**src/rtl/i3_vector_gen.sv**
```systemverilog
// Reverse stimulus generator for the i3 reduction block: each emitted 132-bit vector
// is LFSR-random but shaped so that i3 evaluates it to the requested 6-bit code.
module i3_vector_gen #(
  parameter logic [31:0] SEED = 32'h0000_0001
) (
  input  logic         clk,
  input  logic         rst,
  input  logic         req_valid,
  output logic         req_ready,
  input  logic [5:0]   req_target,
  input  logic [7:0]   req_count,
  output logic         vec_valid,
  input  logic         vec_ready,
  output logic [131:0] vec_data,
  output logic [5:0]   vec_tag,
  output logic         done,
  output logic [1:0]   dbg_state
);

  // Handshakes: a transfer happens on a rising edge where valid and ready are both high;
  // the producer holds data stable while valid is high and ready is low.

  typedef enum logic [1:0] {
    S_IDLE = 2'd0,
    S_GEN  = 2'd1,
    S_OUT  = 2'd2
  } state_t;

  localparam logic [31:0] SEED_EFF = (SEED == 32'h0) ? 32'h1 : SEED;

  state_t         state_q, state_d;
  logic [31:0]    lfsr_q, lfsr_d, lfsr_step;
  logic [2:0]     k_q, k_d;
  logic [127:0]   words_q, words_d;
  logic [7:0]     rem_q, rem_d;
  logic           vec_valid_q, vec_valid_d;
  logic [131:0]   vec_data_q, vec_data_d;
  logic [5:0]     vec_tag_q, vec_tag_d;
  logic           done_q, done_d;
  logic [159:0]   raw;

  // Force each group's OR/AND-of-ORs result: set an even bit to make a pair true,
  // or clear the LFSR-selected pair (all of G0/G1) to make the group false.
  function automatic logic [131:0] build_vector(input logic [159:0] r, input logic [5:0] t);
    logic [131:0] v;
    logic [3:0]   sel;
    int           p;
    v = r[131:0];
    for (int g = 0; g < 2; g++) begin
      if (t[g]) begin
        if (v[2*g +: 2] == 2'b00) v[2*g] = 1'b1;
      end else begin
        v[2*g +: 2] = 2'b00;
      end
    end
    for (int g = 2; g < 6; g++) begin
      sel = r[132 + 4*(g-2) +: 4];
      for (int j = 0; j < 16; j++) begin
        p = 4 + 32*(g-2) + 2*j;
        if (t[g]) begin
          if (v[p +: 2] == 2'b00) v[p] = 1'b1;
        end else if (sel == j[3:0]) begin
          v[p +: 2] = 2'b00;
        end
      end
    end
    return v;
  endfunction

  assign lfsr_step = {lfsr_q[30:0], lfsr_q[31] ^ lfsr_q[21] ^ lfsr_q[1] ^ lfsr_q[0]};
  assign raw       = {lfsr_step, words_q};

  always_comb begin
    state_d     = state_q;
    lfsr_d      = lfsr_q;
    k_d         = k_q;
    words_d     = words_q;
    rem_d       = rem_q;
    vec_valid_d = vec_valid_q;
    vec_data_d  = vec_data_q;
    vec_tag_d   = vec_tag_q;
    done_d      = 1'b0;
    case (state_q)
      S_IDLE: begin
        if (req_valid) begin
          vec_tag_d = req_target;
          rem_d     = req_count;
          if (req_count == 8'd0) begin
            done_d = 1'b1;
          end else begin
            state_d = S_GEN;
            k_d     = 3'd0;
          end
        end
      end
      S_GEN: begin
        lfsr_d = lfsr_step;
        case (k_q)
          3'd0:    words_d[31:0]   = lfsr_step;
          3'd1:    words_d[63:32]  = lfsr_step;
          3'd2:    words_d[95:64]  = lfsr_step;
          3'd3:    words_d[127:96] = lfsr_step;
          default: words_d         = words_q;
        endcase
        // Fifth word goes straight from the stepped LFSR into the build.
        if (k_q == 3'd4) begin
          vec_data_d  = build_vector(raw, vec_tag_q);
          vec_valid_d = 1'b1;
          state_d     = S_OUT;
        end else begin
          k_d = k_q + 3'd1;
        end
      end
      S_OUT: begin
        if (vec_ready) begin
          vec_valid_d = 1'b0;
          rem_d       = rem_q - 8'd1;
          if (rem_q == 8'd1) begin
            done_d  = 1'b1;
            state_d = S_IDLE;
          end else begin
            state_d = S_GEN;
            k_d     = 3'd0;
          end
        end
      end
      default: state_d = S_IDLE;
    endcase
  end

  always_ff @(posedge clk) begin
    if (rst) begin
      state_q     <= S_IDLE;
      lfsr_q      <= SEED_EFF;
      k_q         <= 3'd0;
      words_q     <= '0;
      rem_q       <= 8'd0;
      vec_valid_q <= 1'b0;
      vec_data_q  <= '0;
      vec_tag_q   <= 6'd0;
      done_q      <= 1'b0;
    end else begin
      state_q     <= state_d;
      lfsr_q      <= lfsr_d;
      k_q         <= k_d;
      words_q     <= words_d;
      rem_q       <= rem_d;
      vec_valid_q <= vec_valid_d;
      vec_data_q  <= vec_data_d;
      vec_tag_q   <= vec_tag_d;
      done_q      <= done_d;
    end
  end

  assign req_ready = (state_q == S_IDLE);
  assign vec_valid = vec_valid_q;
  assign vec_data  = vec_data_q;
  assign vec_tag   = vec_tag_q;
  assign done      = done_q;
  assign dbg_state = state_q;

endmodule
```
**config.mk**
```make
export PLATFORM = sky130hd
export DESIGN_NAME = i3_vector_gen
export DESIGN_NICKNAME = d
export VERILOG_FILES = /design/src/rtl/i3_vector_gen.sv
export SDC_FILE = /design/constraint.sdc
export NUM_CORES = 1
export LEC_CHECK = 0
export CAP_MARGIN = 20
export CORE_UTILIZATION = 41
export CTS_BUF_LIST = sky130_fd_sc_hd__clkbuf_4 sky130_fd_sc_hd__clkbuf_8
export DETAILED_ROUTE_END_ITERATION = 8
export HOLD_SLACK_MARGIN = 0.15
export PLACE_DENSITY = 0.74
export SKIP_CTS_REPAIR_TIMING = 1
export SLEW_MARGIN = 20
export SYNTH_ARGS = -nofsm -noshare
export SYNTH_HDL_FRONTEND = slang
export SYNTH_SLANG_ARGS = --single-unit
```
**constraint.sdc**
```tcl
create_clock -name clk -period 1.7 [get_ports clk]
set_input_delay 0.34 -clock clk [delete_from_list [all_inputs] [get_ports clk]]
set_output_delay 0.34 -clock clk [all_outputs]
set_load 0.005 [all_outputs]
```
==> impl_metrics.tcl <==
set metrics [dict create \
    dr_wl_met2_mm 17.99 \
    rows 63 \
    first_pass_iters 5 \
    cts_max_level 2 \
    wl_met3_mm 2.548 \
    worst-path-max-fanout 9 \
    grt_overflow_total 0 \
    finalCriticalPeriod_ns 1.660 \
    ant_nets 0 \
    cts_buffers 50 \
    grt_max_degree 82 \
    grt_pass1_wl_mm 58.46 \
    via_per_inst 5.446 \
    gp_congestion 0.8269 \
    finalHoldViolations 0 \
    path_delay_family "simple AND/OR/NAND/NOR gates" \
    grt_util_all_layers 0.2351 \
    grt_setup_unrepaired "yes" \
    clk_path_buf_depth 3 \
    netlist.area_leader.share 0.4994 \
    critPathCaptureType "register" \
    fmaxAchievable_mhz 602.2 \
    synth_edf_count 0 \
    fin_skew_ns 0.01314 \
    met1_length_mm 16.51 \
    synth_cell_types 43 \
    crit_required_ns 2.19 \
    status "finished clean" \
    pwr-share-comb 0.072 \
    vdd_ir_drop_max_uv 481.3 \
    clkLatencyLatePin_ns 0.57 \
    drt-wirelength-per-cell_um 17.49 \
    synth_common_cells "nand2_1, dfxtp_1, a21oi_1" \
    finalMaxSlewViolations 0 \
    portBuffers 160 \
    die_w_um 176.9 \
    max_cap_viol_count 0 \
    syn_inst 1588 \
    power_uw 16050 \
    finalSetupViolCount 0 \
    crit_path_frequent_cell "buf_4" \
    switching_share 0.2395 \
    placed_area_mm2 0.01488 \
    fin_ws_ns 0.03954 \
    dieArea_mm2 0.03131 \
    synth-warning-count 0 \
    cts_tree "yes" \
    slew_headroom 0.6536 \
    area_delta_synth_final_pct 32.89 \
    ys_seq_area_frac 0.4994 \
    pwr-share-clk 0.462 \
    p_switching_uw 3845 \
    dpl.hpwl_mm 24.79 \
    dieHeight_um 176.9 \
    dr.max_layer_used "met4" \
    ys_seq_elements 313 \
    cts_sinks 313 \
    drc 0 \
    powerDensity_mw_per_mm2 962.8 \
    synth_fp_nets 1614 \
    synth-async-reset-ratio 0 \
    finalWirelength_mm 38.30 \
    final_area_mm2 0.01667 \
    p_int_uw 12210 \
    start_util 0.4200 \
    max_stage_delay_ns 0.37 \
    synthesis.area_mm2 0.01255 \
    io_pins 161 \
    syn_area_per_cell_um2 7.901 \
    yosysMostFrequentCell "nand2_1" \
    min_period_over_period 0.9767 \
    synth_flop_cell "dfxtp_1" \
    n_antenna_cell 0 \
    synth.largest_area_cell "dfxtp_1" \
    power_leakage_uw 0.008146 \
    cp_data_arrival_time_ns 2.15 \
    timing.critical_path.buf_inv 3 \
    r2r_slack_ns 0.04 \
    path_cells "buf_4 > nor2b_2 > and3_4 > buf_12 > buf_4 > o211ai_1 > a21oi_1" \
    cts-root-buf "clkbuf_8" \
    cp-start-kind "register" \
    dr_total_vias 11926 \
    fin_nets 1785 \
    drive_above_1_share 0.1311 \
    grt_antenna_before_repair 0 \
    synth_area_leaders "dfxtp_1, nand2_1, a21oi_1" \
    worstSetupPathType "reg -> reg" \
    worstMarginPinSlew_ns 0.5189 \
    coreArea_mm2 0.02987 \
    drt_iter0_drc 1067 \
    post-place-ws_ns -0.3449 \
    hold_class "in -> reg" \
    grt_pass1_vias 10936 \
    cp_slowest_cell "and3_4" \
    sequentialPowerShare 0.465 \
    clk_pin_slew_ns 0.07 \
]
final timing paths:
path	end	from	cells past startpoint
setup / recovery	vec_data[106]	dbg_state[1]	7
hold / removal	vec_tag[5]	rst	2
setup reg to reg	vec_data[106]	dbg_state[1]	7
hold reg to reg	vec_data[19]	vec_data[19]	2
registers in the layout, indices dropped and copies added, names as in the netlist:
register	cells
vec_valid	1
rem_q	8
lfsr_q	32
dbg_state	2
vec_tag	6
words_q	128
k_q	3
done	1
vec_data	132
cell usage in the layout (no fill, tap or decap), types with 5 or more instances in the layout:
master	count
nand2_1	483
a21oi_1	309
dfxtp_1	286
dlymetal6s2s_1	142
buf_4	79
clkbuf_8	67
nor2b_1	66
o211ai_1	63
o221ai_1	41
nand3_1	32
nand2b_1	26
nor2_1	23
dfxtp_2	22
clkdlybuf4s50_1	16
buf_12	14
o21ai_0	13
clkbuf_4	12
clkinv_2	9
ha_1	8
inv_1	7
a211oi_1	5
or3_1	5
dfxtp_4	5
layer usage:
metal  up-vias  track usage
li1       5742            -
met1      5664       0.3121
met2       424       0.3779
met3        96      0.04403
met4         0      0.08872
met5         -            0
per-stage QoR:
step                      hold slack (ns)    util  setup TNS, ns  cells
after detailed placement           0.4421  0.4981         -1.144   2082
after global routing               0.1714  0.5581        -0.3166   2190
after global placement             0.4393  0.4981         -1.022   2082
after CTS                          0.1653  0.5376         -14.55   2175
final                              0.1818  0.5581              0   2190
after floorplan                    0.4312       -              0   1588
power groups by stage:
stage	Sequential (µW)	Clock [µW]	Combinational, µW
final	7470	7420	1160
after global routing	7470	7880	1270
after CTS	7470	7510	1130
after detailed placement	7630	0	1130
after global placement	7630	0	1110
after floorplan	7610	0	661
final cells by class:
class	instances	area, µm²
flip-flops and latches	313	6312
fillers	2649	13200
clock inverters	15	181.4
multi-input cells	1124	5660
well taps	390	488.0
inverters	7	26.28
clock buffers	78	998.5
repair buffers	263	3007
worst register-to-register path, delay by kind of cell (launching register included):
family / cells / cell delay, ns
DFF: 1 / 0.33
AOI/OAI and AO/OA: 2 / 0.32
and+or+nand+nor: 2 / 0.51
buffers and inverters: 3 / 0.43
kinds of logic (layout without fill, tap and decap cells):
| group | Yosys count | in the layout | share of synthesized area |
|---|---|---|---|
| xor+xnor | 2 | 2 | 0.001396 |
| simple gates | 664 | 664 | 0.2298 |
| flops | 313 | 313 | 0.4994 |
| mux | 2 | 2 | 0.001795 |
| buf+inv | 151 | 363 | 0.05106 |
| fa+ha+maj | 8 | 8 | 0.007978 |
| compound gates | 448 | 448 | 0.2086 |
(Power assumes the default switching activity.)
